## config.mk

```make
export PLATFORM = sky130hd
export DESIGN_NAME = sl_arb2_ctrl
export DESIGN_NICKNAME = d
export VERILOG_FILES = /design/src/rtl/sl_arb2_ctrl.sv
export SDC_FILE = /design/constraint.sdc
export NUM_CORES = 1
export LEC_CHECK = 0
export CORE_AREA = 2 2 118 120
export CTS_BUF_LIST = sky130_fd_sc_hd__clkbuf_4
export DETAILED_ROUTE_END_ITERATION = 10
export DIE_AREA = 0 0 120 122
export PLACE_DENSITY = 0.66
export SYNTH_ARGS = -nofsm -noshare
export SYNTH_HDL_FRONTEND = slang
export SYNTH_SLANG_ARGS = --single-unit
```

## constraint.sdc

```tcl
create_clock -name clk -period 6.24 [get_ports clk]
set_input_delay 1.248 -clock clk [delete_from_list [all_inputs] [get_ports clk]]
set_output_delay 1.248 -clock clk [all_outputs]
set_load 0.02 [all_outputs]
```

## src/rtl/sl_arb2_ctrl.sv

```systemverilog
// Two-master round-robin arbiter in front of a same-latency request port.
// Write and read channels arbitrate independently; read responses route back via a fixed-latency tag line.
module sl_arb2_ctrl #(
  parameter  int RD_LAT = 4,
  parameter  int ADDR_W = 16,
  parameter  int DATA_W = 32,
  localparam int OUT_W  = $clog2(RD_LAT + 2),
  localparam int REQ_W  = 2 * ADDR_W + DATA_W + 2,
  localparam int RES_W  = DATA_W + 1
) (
  input  logic             clk,
  input  logic             rst,
  input  logic [REQ_W-1:0] req_m0,
  output logic             wready_m0,
  output logic             rready_m0,
  output logic [RES_W-1:0] res_m0,
  input  logic [REQ_W-1:0] req_m1,
  output logic             wready_m1,
  output logic             rready_m1,
  output logic [RES_W-1:0] res_m1,
  output logic [REQ_W-1:0] req_down,
  input  logic [RES_W-1:0] res_down,
  output logic [OUT_W-1:0] rd_outst,
  output logic             err
);

  typedef struct packed {
    logic              wen;
    logic [ADDR_W-1:0] waddr;
    logic [DATA_W-1:0] wdata;
  } wreq_t;

  typedef struct packed {
    logic              ren;
    logic [ADDR_W-1:0] raddr;
  } rreq_t;

  typedef struct packed {
    wreq_t wreq;
    rreq_t rreq;
  } req_t;

  typedef struct packed {
    logic              rvalid;
    logic [DATA_W-1:0] rdata;
  } res_t;

  typedef struct packed {
    logic vld;
    logic id;
  } tag_t;

  typedef enum logic {
    PRI_M0 = 1'b0,
    PRI_M1 = 1'b1
  } pri_e;

  localparam int DEPTH = RD_LAT + 1;

  req_t m0, m1, down_q;
  res_t rsp;
  pri_e w_ptr_q, w_ptr_d, r_ptr_q, r_ptr_d;
  logic w_gnt0, w_gnt1, r_gnt0, r_gnt1;
  tag_t [DEPTH-1:0] tags_q;
  tag_t push, head;
  logic hit;
  logic [OUT_W-1:0] outst_q;
  logic err_q;

  assign m0  = req_m0;
  assign m1  = req_m1;
  assign rsp = res_down;

  always_ff @(posedge clk or posedge rst) begin
    if (rst) begin
      w_ptr_q <= PRI_M0;
      r_ptr_q <= PRI_M0;
    end else begin
      w_ptr_q <= w_ptr_d;
      r_ptr_q <= r_ptr_d;
    end
  end

  // Pointer only moves on a contested cycle, handing priority to the loser.
  always_comb begin
    w_ptr_d = w_ptr_q;
    r_ptr_d = r_ptr_q;
    w_gnt0  = 1'b0;
    w_gnt1  = 1'b0;
    r_gnt0  = 1'b0;
    r_gnt1  = 1'b0;

    w_gnt0 = m0.wreq.wen && (!m1.wreq.wen || (w_ptr_q == PRI_M0));
    w_gnt1 = m1.wreq.wen && !w_gnt0;
    if (m0.wreq.wen && m1.wreq.wen) begin
      w_ptr_d = w_gnt0 ? PRI_M1 : PRI_M0;
    end

    r_gnt0 = m0.rreq.ren && (!m1.rreq.ren || (r_ptr_q == PRI_M0));
    r_gnt1 = m1.rreq.ren && !r_gnt0;
    if (m0.rreq.ren && m1.rreq.ren) begin
      r_ptr_d = r_gnt0 ? PRI_M1 : PRI_M0;
    end
  end

  assign wready_m0 = w_gnt0;
  assign wready_m1 = w_gnt1;
  assign rready_m0 = r_gnt0;
  assign rready_m1 = r_gnt1;

  always_ff @(posedge clk or posedge rst) begin
    if (rst) begin
      down_q <= '0;
    end else begin
      down_q.wreq <= w_gnt0 ? m0.wreq : (w_gnt1 ? m1.wreq : '0);
      down_q.rreq <= r_gnt0 ? m0.rreq : (r_gnt1 ? m1.rreq : '0);
    end
  end

  assign req_down = down_q;

  // Tag pushed at grant reaches the head exactly when the tree returns its data.
  assign push.vld = r_gnt0 | r_gnt1;
  assign push.id  = r_gnt1;
  assign head     = tags_q[DEPTH-1];

  always_ff @(posedge clk or posedge rst) begin
    if (rst) begin
      tags_q <= '0;
    end else begin
      tags_q <= {tags_q[DEPTH-2:0], push};
    end
  end

  assign hit    = rsp.rvalid && head.vld;
  assign res_m0 = (hit && !head.id) ? rsp : '0;
  assign res_m1 = (hit &&  head.id) ? rsp : '0;

  always_ff @(posedge clk or posedge rst) begin
    if (rst) begin
      err_q <= 1'b0;
    end else if (rsp.rvalid != head.vld) begin
      err_q <= 1'b1;
    end
  end

  assign err = err_q;

  // Every tag leaves the head one cycle after arriving there, so head.vld is the retire strobe.
  always_ff @(posedge clk or posedge rst) begin
    if (rst) begin
      outst_q <= '0;
    end else begin
      case ({push.vld, head.vld})
        2'b10:   outst_q <= outst_q + OUT_W'(1);
        2'b01:   outst_q <= outst_q - OUT_W'(1);
        default: outst_q <= outst_q;
      endcase
    end
  end

  assign rd_outst = outst_q;

endmodule

```

* Word-level counts from Yosys, hierarchy flattened
Cells that the tools add are included.
** Word-level totals
- Logic and storage cells :: 53
- Output and inout bits :: 140
- Register bits :: 82
** Cells by class
- Reductions and logical operators :: 17
- Muxes and demuxes :: 9
- Equal/unequal tests :: 3
- Bitwise gates (word level) :: 3
- Add/subtract/negate cells :: 2
** Operators by type and width (number)
- two-way mux 49 bit :: 2
- two-way mux 33 bit :: 2
- two-way mux 17 bit :: 2
- logical AND 1 bit :: 9
- one-hot mux 3 bit (2 select lines) :: 1
- logical NOT 1 bit :: 5
- adder 3 x 1 -> 3 bit (second input constant) :: 1
- subtractor 3 x 1 -> 3 bit (second input constant) :: 1
- equality test 2 x 1 -> 1 bit (second input constant) :: 1
- equality test 2 bit (second input constant) :: 1
- logical OR 1 bit :: 2
- two-way mux 1 bit :: 2
- inverter 1 bit :: 2
- nonzero test 2 bit :: 1
- inequality test 1 bit :: 1
- OR 1 bit :: 1

* Longest topological paths before layout
- Depth after elaboration :: 8
- Depth in mapped cells :: 6
- Gate-level depth less buffers :: 6

* Least setup slack after synthesis
Ideal clock, no wire load.
- Kind :: input to output
- From :: input port res_down[32]
- To :: output port res_m0[10]
- Cell stages on the path :: 4
- Path buffers :: 1
- Arrival :: 2.102 ns
- Slack :: 2.890 ns
- Data required time :: 4.992 ns
- Path through :: ha_1 and2b_1 clkbuf_1 and2_1
** Between the ends
- Cells in the longest elaborated chain, start to end :: 3
** RTL lines
- from (decl) :: line 22 : input logic [RES_W-1:0] res_down,
- logical AND 1 bit :: line 135 : assign hit = rsp.rvalid && head.vld;
- logical AND 1 bit :: line 136 : assign res_m0 = (hit && !head.id) ? rsp : '0;
- two-way mux 33 bit :: line 136
- to (decl) :: line 16 : output logic [RES_W-1:0] res_m0,
No other way between the ends.

* Final worst setup path
- From :: input port res_down[32]
- To :: output port res_m0[6]
Same word-level chain as after synthesis.

==> flow_summary_export.csv <==
group,metric,value,unit
clock_network,cts.repair.resized,0,
pwr,fin_total_pwr,1.68,mW
detailed_routing,via_per_inst,4.40,
sta,fin_crit_sh,74.6,%
finish,finalNonFillerCells,744,
finish,layout_commonest_cell,"clkdlybuf4s50_1",
sta,min_period,4.65,ns
clock_network,cts_root_buf,"clkbuf_4",
finish,final_cell_mix,"clkdlybuf4s50_1 (306), dfrtp_1 (81), a22o_1 (64), and3_1 (33), and2_1 (33)",
sta,finalSetupViolCount,0,
pwr,p_comb_share,42.2,%
pwr,leakage,2.88,nW
detailed_routing,post_drt_wl_per_cell,17.0,um
finish,layout.nets,728,
sta,rsz0062_at_grt,"no",
floorplan,die_w,120,um
placement,place_hpwl,9960,um
detailed_routing,drtIter0Drc,89,
detailed_routing,num_vias,3275,
finish,ff_latch_area,2030,um2
clock_network,cts_buffer_depth,2,
finish,post-route-util,49.4,%
floorplan,ios,307,
critical_path,endpoint_kind,"output port",
floorplan,die_area,14600,um2
sta,skew,0.0131,ns
clock_network,htreeDepth,3,
floorplan,start_util,24.5,%
synthesis,ys_types,19,
critical_path,path_class,"input port to output port",
clock_network,clkSlewWorstSetupHoldPaths,0.12,ns
synthesis,synth_top_area_share,61.2,%
finish,drive_above_1_share,5.33,%
critical_path,crit_required,4.99,ns
clock_network,cts_tree,"done",
clock_network,clock-sinks,81,
finish,final_area,6680,um2
synthesis,ys_ff_latch,81,
run_status,status,"complete, no violations",
synthesis,syn-num-nets,427,
pwr,peakVddDrop,0.000134,V
pwr,clkPwrFrac,17.9,%
critical_path,cp_cell_sequence,"clkdlybuf4s50_1, ha_1, and2b_1, and2_1, clkdlybuf4s50_1",
sta,final-hold-violation-count,0,
global_routing,grt_start_max_net_pins,82,
finish,area_growth,102,%
synthesis,yosys.area.top_type,"dfrtp_1",
floorplan,die_height,122,um
sta,tightest_slew,1.03,ns
synthesis,ys_warn_count,0,
critical_path,cpMostUsedCell,"clkdlybuf4s50_1",
detailed_routing,drtPass1Iterations,4,
critical_path,worst_path_max_delay_cell,"and2b_1",
pwr,p_sw,0.564,mW
sta,report.final.slew_viol_count,0,
floorplan,core-area,13500,um2
clock_network,worstSkewPairLatency,0.44,ns
pwr,switching_share,33.6,%
finish,multi_input_area,1170,um2
pwr,p_seq_share,39.9,%
finish,fill_cells,1255,
synthesis,netlist_instances,257,
clock_network,post_cts.repair.setup_buffers,0,
placement,io_buffers,306,
critical_path,cpPeakStageDelay,0.64,ns
detailed_routing,drc,0,
global_routing,grt_overflow,0,
detailed_routing,drt-total-wl,12600,um
pwr,p_int,1.12,mW
clock_network,ctsHoldBuffers,0,
global_routing,grt_usage,17.0,%
placement,place_area,6550,um2
synthesis,syn-cell-area,3310,um2
sta,fin_setup_tns,0,ns
global_routing,grt_pass1_wl,18400,um
sta,slew_headroom,31.3,%
job,maxCapViolCount,0,
floorplan,placementRows,43,
critical_path,cp_num_buf_inv,2,
pwr,p_per_area,252,nW/um2
critical_path,cp_top_family,"buffers and inverters",
critical_path,crit_path_start_kind,"input port",
critical_path,critPathArrivalTime,3.40,ns
global_routing,antenna_found_initial,0,
synthesis,avgSynthCellArea,12.9,um2
sta,clock.fmax,215,MHz
synthesis,synthTopCellsByArea,"dfrtp_1 (61%), a22o_1 (17%), and2_1 (6.2%)",
worst_hold_path,worstHoldPathType,"flip-flop to flip-flop",
detailed_routing,antenna_left,0,
global_routing,grt_pass1_vias,3294,
placement,gp_congestion,0.819,
critical_path,critPathMaxFanout,33,
placement,dp.cells,727,
clock_network,numCtsBuffers,9,
synthesis,synth_seq_area_share,61.2,%
-- cells by family (layout without fill, tap and decap cells) --
logic type | Yosys count | count (layout) | synth area share [%]
XOR/XNOR | 5 | 5 | 1.32
AND/OR/NAND/NOR | 73 | 73 | 13.5
other | 0 | 1 | 0
AO/OA/AOI/OAI | 68 | 68 | 18.3
adder cells (fa/ha/maj) | 3 | 3 | 1.36
buffers and inverters | 26 | 332 | 3.97
multiplexers | 1 | 1 | 0.340
flip-flops | 81 | 81 | 61.2
-- sequential cells by signal, indices dropped and copies added, names as in the netlist --
name / count
head: 2
w_ptr_q: 1
err: 1
req_down: 66
r_ptr_q: 1
rd_outst: 3
tags_q: 7
-- synth_stat cells --
library cell,count
dfrtp_1,81
a22o_1,64
and2_1,33
and3_1,33
clkbuf_1,9
buf_4,7
buf_2,6
a21boi_2,4
xnor2_1,4
inv_1,3
ha_1,2
nand2_1,2
nor2_1,2
or2_2,2
and2b_1,1
fa_1,1
inv_2,1
mux2_2,1
xor2_1,1
-- area by class of cell --
class / instances / share of cell area, %
Tap cell: 180 / 3.37
Timing Repair Buffer: 312 / 46.6
Clock buffer: 9 / 1.01
Inverter: 4 / 0.244
Multi-Input combinational cell: 150 / 17.5
Antenna cell: 1 / 0.0375
Clock inverter: 7 / 0.918
Sequential cell: 81 / 30.4
-- routing by layer --
layer | global-route usage (%) | part of all wire [%] | wire length, um
met5 | 0 | 0 | 0
met4 | 7.50 | 2.1 | 269
met3 | 5.95 | 9.3 | 1170
met2 | 30.8 | 52 | 6590
met1 | 17.7 | 36 | 4580
-- path summary, 6_finish.rpt --
check	from	end	slack [ns]	depth (start not counted)
min in group asynchronous	rst	req_down[10]	1.44	3
max	res_down[32]	res_m0[6]	1.59	5
max in group asynchronous	rst	w_ptr_q	4.13	3
min	tags_q[6]	head[0]	0.36	0
max reg2reg	head[1]	rd_outst[2]	4.75	5
min reg2reg	tags_q[6]	head[0]	0.36	0
-- power groups by stage --
stage | Combinational [mW] | Clock (mW) | Sequential [mW]
2_1_floorplan | 0.225 | 0 | 0.779
3_3_place_gp | 0.712 | 0 | 0.678
3_5_place_dp | 0.718 | 0 | 0.684
4_1_cts | 0.721 | 0.319 | 0.673
5_1_grt | 0.754 | 0.341 | 0.684
6_report | 0.709 | 0.300 | 0.671
-- stage by stage --
stage / setup WS [ns] / hold WS (ns)
3_5_place_dp: 1.56 / 0.336
6_report: 1.59 / 0.361
4_1_cts: 1.55 / 0.359
3_3_place_gp: 1.69 / 0.333
5_1_grt: 1.40 / 0.375
2_1_floorplan: 2.89 / 0.331
Note: power is estimated with default switching activity, not from simulation.
